**src/rtl/iob_native_regbank_resp_pkg.sv**
```systemverilog
// iob_native_regbank_resp_pkg: shared handshake state encoding for the IOb native responder
package iob_native_regbank_resp_pkg;
    typedef enum logic [1:0] {IDLE = 2'd0, WAIT = 2'd1, ACK = 2'd2} state_t;
endpackage

```
**src/rtl/iob_native_regbank_mem.sv**
```systemverilog
// iob_native_regbank_mem: N_REGS x DATA_W register array with byte-strobe write and registered read
module iob_native_regbank_mem #(
    parameter int IDX_W  = 2,
    parameter int DATA_W = 32,
    parameter int N_REGS = 4
) (
    input  logic                clk_i,
    input  logic                arst_i,
    input  logic                en_i,
    input  logic [IDX_W-1:0]    idx_i,
    input  logic [DATA_W-1:0]   wdata_i,
    input  logic [DATA_W/8-1:0] wstrb_i,
    output logic [DATA_W-1:0]   rdata_o
);
    localparam int WSTRB_W = DATA_W / 8;
    logic [DATA_W-1:0] regs [N_REGS];
    logic [DATA_W-1:0] rd_word;
    always_comb begin
        rd_word = '0;
        for (int r = 0; r < N_REGS; r++)
            if (idx_i == IDX_W'(r)) rd_word = regs[r];
    end
    always_ff @(posedge clk_i or posedge arst_i) begin
        if (arst_i) begin
            for (int r = 0; r < N_REGS; r++) regs[r] <= '0;
            rdata_o <= '0;
        end else if (en_i) begin
            for (int r = 0; r < N_REGS; r++)
                for (int b = 0; b < WSTRB_W; b++)
                    if (idx_i == IDX_W'(r) && wstrb_i[b]) regs[r][8*b +: 8] <= wdata_i[8*b +: 8];
            if (~|wstrb_i) rdata_o <= rd_word;
        end
    end
endmodule

```
**src/rtl/iob_native_regbank_resp.sv**
```systemverilog
// iob_native_regbank_resp: IOb native responder with register bank; IOB_NATIVE_RESP_WAIT_EN adds wait states
module iob_native_regbank_resp
    import iob_native_regbank_resp_pkg::*;
#(
    parameter int ADDR_W      = 4,
    parameter int DATA_W      = 32,
    parameter int N_REGS      = 4,
    parameter int WAIT_CYCLES = 2
) (
    input  logic                clk_i,
    input  logic                cke_i,
    input  logic                arst_i,
    input  logic                iob_valid_i,
    input  logic [ADDR_W-1:0]   iob_addr_i,
    input  logic [DATA_W-1:0]   iob_wdata_i,
    input  logic [DATA_W/8-1:0] iob_wstrb_i,
    output logic [DATA_W-1:0]   iob_rdata_o,
    output logic                iob_ready_o,
    output logic                iob_rvalid_o
);
    localparam int IDX_W = ADDR_W - 2;
    logic accept;
    logic ready_q;
    logic rvalid_q;
    assign accept = cke_i & iob_valid_i & ready_q;
    assign iob_ready_o = ready_q;
    assign iob_rvalid_o = rvalid_q;
`ifdef IOB_NATIVE_RESP_WAIT_EN
    localparam int CNT_W = (WAIT_CYCLES > 1) ? $clog2(WAIT_CYCLES) : 1;
    state_t state, state_nxt;
    logic [CNT_W-1:0] cnt, cnt_nxt;
    always_ff @(posedge clk_i or posedge arst_i) begin
        if (arst_i) begin
            state   <= IDLE;
            cnt     <= '0;
            ready_q <= 1'b0;
        end else if (cke_i) begin
            state   <= state_nxt;
            cnt     <= cnt_nxt;
            ready_q <= state_nxt == ACK;
        end
    end
    // a request withdrawn while waiting abandons the access
    always_comb begin
        state_nxt = state;
        cnt_nxt   = cnt;
        case (state)
            IDLE: if (iob_valid_i) begin
                state_nxt = WAIT;
                cnt_nxt   = CNT_W'(WAIT_CYCLES - 1);
            end
            WAIT: begin
                state_nxt = !iob_valid_i ? IDLE : (cnt == '0) ? ACK : WAIT;
                cnt_nxt   = (iob_valid_i && cnt != '0) ? cnt - 1'b1 : '0;
            end
            default: state_nxt = IDLE;
        endcase
    end
`else
    always_ff @(posedge clk_i or posedge arst_i) begin
        if (arst_i) ready_q <= 1'b0;
        else if (cke_i) ready_q <= 1'b1;
    end
`endif
    always_ff @(posedge clk_i or posedge arst_i) begin
        if (arst_i) rvalid_q <= 1'b0;
        else if (cke_i) rvalid_q <= accept & ~|iob_wstrb_i;
    end
    iob_native_regbank_mem #(
        .IDX_W (IDX_W),
        .DATA_W(DATA_W),
        .N_REGS(N_REGS)
    ) u_mem (
        .clk_i  (clk_i),
        .arst_i (arst_i),
        .en_i   (accept),
        .idx_i  (iob_addr_i[ADDR_W-1:2]),
        .wdata_i(iob_wdata_i),
        .wstrb_i(iob_wstrb_i),
        .rdata_o(iob_rdata_o)
    );
endmodule

```
**config.mk**
```make
export PLATFORM = sky130hd
export DESIGN_NAME = iob_native_regbank_resp
export DESIGN_NICKNAME = d
export VERILOG_FILES = /design/src/rtl/iob_native_regbank_resp_pkg.sv /design/src/rtl/iob_native_regbank_mem.sv /design/src/rtl/iob_native_regbank_resp.sv
export SDC_FILE = /design/constraint.sdc
export NUM_CORES = 1
export LEC_CHECK = 0
export BUFFER_PORTS_ARGS = -buffer_cell sky130_fd_sc_hd__buf_2
export CORE_ASPECT_RATIO = 1.25
export CORE_MARGIN = 8
export CORE_UTILIZATION = 39
export DETAILED_ROUTE_END_ITERATION = 7
export PLACE_DENSITY_LB_ADDON = 0.1
export SYNTH_ARGS = -nofsm -noshare
export SYNTH_HDL_FRONTEND = slang
export SYNTH_SLANG_ARGS = --single-unit
```
**constraint.sdc**
```tcl
create_clock -name clk_i -period 7.1 [get_ports clk_i]
set_clock_uncertainty 0.05 [all_clocks]
set_input_delay 0.71 -clock clk_i [delete_from_list [all_inputs] [get_ports clk_i]]
set_output_delay 0.71 -clock clk_i [all_outputs]
set_load 0.05 [all_outputs]
```
==> flow_summary.ini, run 1 <==
[outcome]
status = complete, no violations

[worst_setup_path]
required_ps = 7350
cp_slowest_cell = buf_2
critPathArrivalTime_ps = 3060
start_kind = primary input
reg2reg_depth = 3
path_cells = buf_2 -> buf_4 -> or2b_1 -> nor2_2 -> mux2_2
cp_max_fo = 21
cpPeakStageDelay_ps = 570
criticalPathCategory = primary input to register
cp-end-kind = register

[yosys]
syn_nets = 440
yosys.area.top_type_share_pct = 59.0
synth_cell_types = 18
yosysSeqAreaShare_pct = 59.0
synth_area_leaders = dfrtp_1 (59%), mux2_2 (26%), mux4_2 (10%)
synth_area_mm2 = 0.00688
synthAdderAreaFrac_pct = 0
synth_cells = 396
synth_compound_area_share_pct = 0.0728
postSynthAreaPerCell_um2 = 17.4
synth_area_leader_cell = dfrtp_1
synth_xor_area_share_pct = 0
yosys.area_share.simple_pct = 2.97
synth_top_family_by_area = multiplexers
synth_warnings = 0
synthMuxAreaShare_pct = 36.7
synth_seq_cells = 162

[floorplan]
start_util_pct = 39.6
rows = 54
core_region_area_mm2 = 0.0174
die_width_um = 135
die_h_um = 164
pin_count = 78
die_area_mm2 = 0.0222

[flow_run]
maxCapViolations = 0

[detailed_routing]
vias = 3705
routed_wl_mm = 14.1
postRouteAntennaNets = 0
drt_pass1_iterations = 4
drcViolationCount = 0
viasPerCell = 5.16
wl_per_cell_um = 19.7
drtIter0Drc = 149

[timing]
worstMarginPinSlew_ps = 1010
slew_headroom_pct = 32.4
finalCritPeriodShare_pct = 39.7
final.setup.tns_ps = 0
fmax_ghz = 0.355
hold_violations = 0
rsz0062_at_grt = no
slew_viol_final = 0
final-setup-viol-count = 0
period_needed_ps = 2820

[power_and_ir_drop]
ir_worst_vdd_v = 0.000126
power_density_mw_per_mm2 = 335
leakage_nw = 3.64

[finish]
multi_input_area_mm2 = 0.00273
final_nets = 525
final_layout_size_suffix_gt1_share_pct = 64.6
final_util_pct = 46.7
antennaDiodeCount = 0
fillers = 1521
syn2layout_area_growth_pct = 18.0
register_area_mm2 = 0.00405
finalNonFillerCells = 718

[cts]
ctsResizeCount = 0
root_buffer = clkbuf_16
cts_buffers = 17
worstSkewPairLatency_ps = 410
cts_buffer_depth = 2
cts_max_level = 4
cts_sinks = 162
cts_setup_buffers = 0
holdBufCountCts = 0
clk_pin_slew_ps = 60
cts_tree = done

[grt]
grt_pass1_vias = 4249
overflow = 0
grt_max_degree = 83
grt_pass1_wl_mm = 23.1
antenna_found_initial = 0
grt_use_total_pct = 13.7

[placed_design]
portBuffers = 75
dpl.hpwl_mm = 9.19
place_inst = 686
place_congestion = 0.678

[worst_hold_path]
hold_class = primary input to asynchronous set/reset pin
placed cells by master, fill, tap and decap left out:
cell        count
buf_2          75
buf_4           4
bufinv_16       4
clkbuf_1        2
clkbuf_16      17
clkbuf_8        3
clkinv_2        4
clkinvlp_4      2
dfrtp_1       162
inv_1           1
inv_6           1
mux2_1          1
mux2_2        159
mux4_2         32
nand2_2         1
nand2b_1        1
nand4_1         5
nor2_2         12
nor3_4          4
nor4_1          1
o21ai_0         1
or2_2           1
or2b_1          1
synthesized netlist by cell type:
cell      count
dfrtp_1     162
mux2_2      159
mux4_2       32
nor2_2       12
buf_2         6
nand4_1       5
nor3_4        4
buf_4         3
buf_6         2
clkbuf_1      2
inv_1         2
mux2_1        1
nand2_2       1
nand2b_1      1
nor4_1        1
o21ai_0       1
or2_2         1
or2b_1        1
worst max-delay path: cells and delay by family:
kind	cells	cell delay (ps)
buf+inv	2	1110
mux	1	400
simple gates	2	820
flip-flops by register name, indices dropped and copies added, names as in the netlist:
name / flops
iob_rvalid_o: 1
u_mem.rdata_o: 32
u_mem.regs: 128
iob_ready_o: 1
path summary, 6_finish.rpt:
| path | from | end | slack (ps) |
|---|---|---|---|
| worst max-delay path | iob_addr_i[2] | u_mem.regs[81] | 4280 |
| worst min-delay path | arst_i | u_mem.rdata_o[19] | 380 |
| min in group clk_i | u_mem.regs[15] | u_mem.regs[15] | 450 |
| max in group asynchronous | arst_i | u_mem.regs[82] | 5080 |
| worst min register to register | u_mem.regs[15] | u_mem.regs[15] | 450 |
| worst max register to register | iob_ready_o | u_mem.rdata_o[30] | 5060 |
logic make-up after synthesis:
family / after synthesis
compound gates: 1
buf+inv: 15
flops: 162
mux: 192
simple gates: 26
layer usage:
layer	vias to the layer above	GRT usage, %	wire length [µm]
li1	1647	-	-
met1	1983	16.0	5910
met2	61	23.7	7570
met3	14	3.44	507
met4	0	5.06	163
met5	-	0	0
metrics by stage:
step / hold slack [ps] / cell area, µm² / power (W) / setup WS, ps
2_1_floorplan: 403 / 6880 / 0.00165 / 1960
3_3_place_gp: 413 / 7480 / 0.00176 / 3730
3_5_place_dp: 438 / 7480 / 0.00178 / 3720
4_1_cts: 402 / 8110 / 0.00276 / 4160
5_1_grt: 441 / 8110 / 0.00285 / 4080
6_report: 379 / 8110 / 0.00272 / 4280
area by class of cell:
class                           count  area share, %
Sequential cell                   162           50.0
Tap cell                          224           3.45
Multi-Input combinational cell    219           33.7
Timing Repair Buffer               79           5.00
Clock buffer                       22           5.85
Clock inverter                     10           1.91
Inverter                            2          0.154
power by group:
group	leakage, nW	internal [W]	switching [W]
clock	0.306	0.000614	0.000350
combinational	1.31	0.000264	0.000259
sequential	2.03	0.00113	0.0000993
total	3.64	0.00201	0.000708
Power figures use the tool's default switching activity.
==> run 2, diff against run 1 <==
==> constraint.sdc (replaced) <==
create_clock -name clk_i -period 2.4 [get_ports clk_i]
set_clock_uncertainty 0.05 [all_clocks]
set_input_delay 0.24 -clock clk_i [delete_from_list [all_inputs] [get_ports clk_i]]
set_output_delay 0.24 -clock clk_i [all_outputs]
set_load 0.05 [all_outputs]
==> run 2 against run 1 <==
Effect of this change:
- combinational power increased to 3.0 times the previous value
- die area is the same
- non-clock buffer count up 10
- total power grew to 3.0 times the previous value
- largest cell class unchanged
==> flow_summary.ini, run 2 (synthesis results as in run 1) <==
[worst_setup_path]
critPathArrivalTime_ps = 2120
start_kind = register
cp-end-kind = register
criticalPathCategory = register to register
cp_max_fo = 8
required_ps = 2650

[flow_run]
maxCapViolations = 0

[cts]
holdBufCountCts = 1
cts_tree = done
cts_buffer_depth = 2
worstSkewPairLatency_ps = 410
cts_max_level = 4
ctsResizeCount = 0
cts_setup_buffers = 0
clk_pin_slew_ps = 60
root_buffer = clkbuf_16
cts_buffers = 17
cts_sinks = 162

[power_and_ir_drop]
power_density_mw_per_mm2 = 983
ir_worst_vdd_v = 0.000439
leakage_nw = 3.71

[timing]
hold_violations = 0
rsz0062_at_grt = no
final-setup-viol-count = 0
finalCritPeriodShare_pct = 77.9
final.setup.tns_ps = 0
fmax_ghz = 0.535
slew_headroom_pct = 60.4
slew_viol_final = 0
worstMarginPinSlew_ps = 593
period_needed_ps = 1870

[placed_design]
dpl.hpwl_mm = 9.45
place_congestion = 0.684
portBuffers = 75

[finish]
final_nets = 535
syn2layout_area_growth_pct = 20.1
mostFrequentLayoutCells = dfrtp_1 (162), mux2_2 (159), buf_2 (75)
final_layout_size_suffix_gt1_share_pct = 65.3
final_common_cell = dfrtp_1
top_register = u_mem.regs
antennaDiodeCount = 0
final_util_pct = 47.6
largestRegisters = u_mem.regs x128, u_mem.rdata_o x32
largest_reg_flops = 128
fillers = 1503

[floorplan]
rows = 54
start_util_pct = 39.6
die_h_um = 164
die_area_mm2 = 0.0222
die_width_um = 135
pin_count = 78
core_region_area_mm2 = 0.0174

[grt]
grt_pass1_wl_mm = 23.6
antenna_found_initial = 0
overflow = 0
grt_use_total_pct = 14.0
grt_max_degree = 92
grt_pass1_vias = 4244

[detailed_routing]
wl_per_cell_um = 19.6
drt_pass1_iterations = 4
viasPerCell = 5.13
drtIter0Drc = 141
postRouteAntennaNets = 0
drcViolationCount = 0
routed_wl_mm = 14.3
vias = 3735

[worst_hold_path]
hold_class = primary input to register

[outcome]
status = complete, no violations
run 2: stage by stage:
step	hold WS [ps]	total power, W	std cells	area [µm²]	worst slack [ps]
after floorplan	298	0.00487	396	6880	53.2
after detailed placement	368	0.00529	695	7600	367
final	37.9	0.00812	728	8260	531
after global routing	27.4	0.00854	728	8260	383
after CTS	21.3	0.00825	728	8260	497
after global placement	355	0.00521	695	7600	391
run 2: per-layer routing:
metal / up-vias / share of wire, % / track usage [%]
li1: 1667 / - / -
met1: 1992 / 43 / 17.3
met2: 64 / 51 / 23.2
met3: 12 / 4.6 / 3.93
met4: 0 / 1.2 / 4.76
met5: - / 0 / 0
run 2: path summary, 6_finish.rpt:
path                                    from                end  slack [ps]  cells past startpoint
max                              iob_ready_o     u_mem.regs[54]         530                      3
max in group asynchronous             arst_i    u_mem.regs[106]        1400                      4
min reg2reg                u_mem.rdata_o[26]  u_mem.rdata_o[26]         450                      1
max reg2reg                      iob_ready_o     u_mem.regs[54]         530                      3
min                          iob_wdata_i[15]     u_mem.regs[15]          40                      2
min in group asynchronous             arst_i  u_mem.rdata_o[20]         450                      4
run 2: report_power, final:
part           internal (W)  switching (W)  leakage, nW
clock network       0.00188        0.00104        0.315
logic              0.000797       0.000769         1.37
registers           0.00335       0.000288         2.03
run 2: worst max-delay path, stage by stage, from the launching register on:
cell and delay [ps]:
dfrtp_1 430, nand4_1 290, nor2_2 570, mux2_2 400
run 2: cell type report:
class / instances / area [µm²] / share of cell area, %
Tap cell: 224 / 280 / 3.39
Multi-Input combinational cell: 219 / 2730 / 33.1
Timing Repair Buffer: 89 / 533 / 6.45
Clock buffer: 23 / 498 / 6.03
Clock inverter: 9 / 150 / 1.82
Inverter: 2 / 11.3 / 0.136
Sequential cell: 162 / 4050 / 49.1
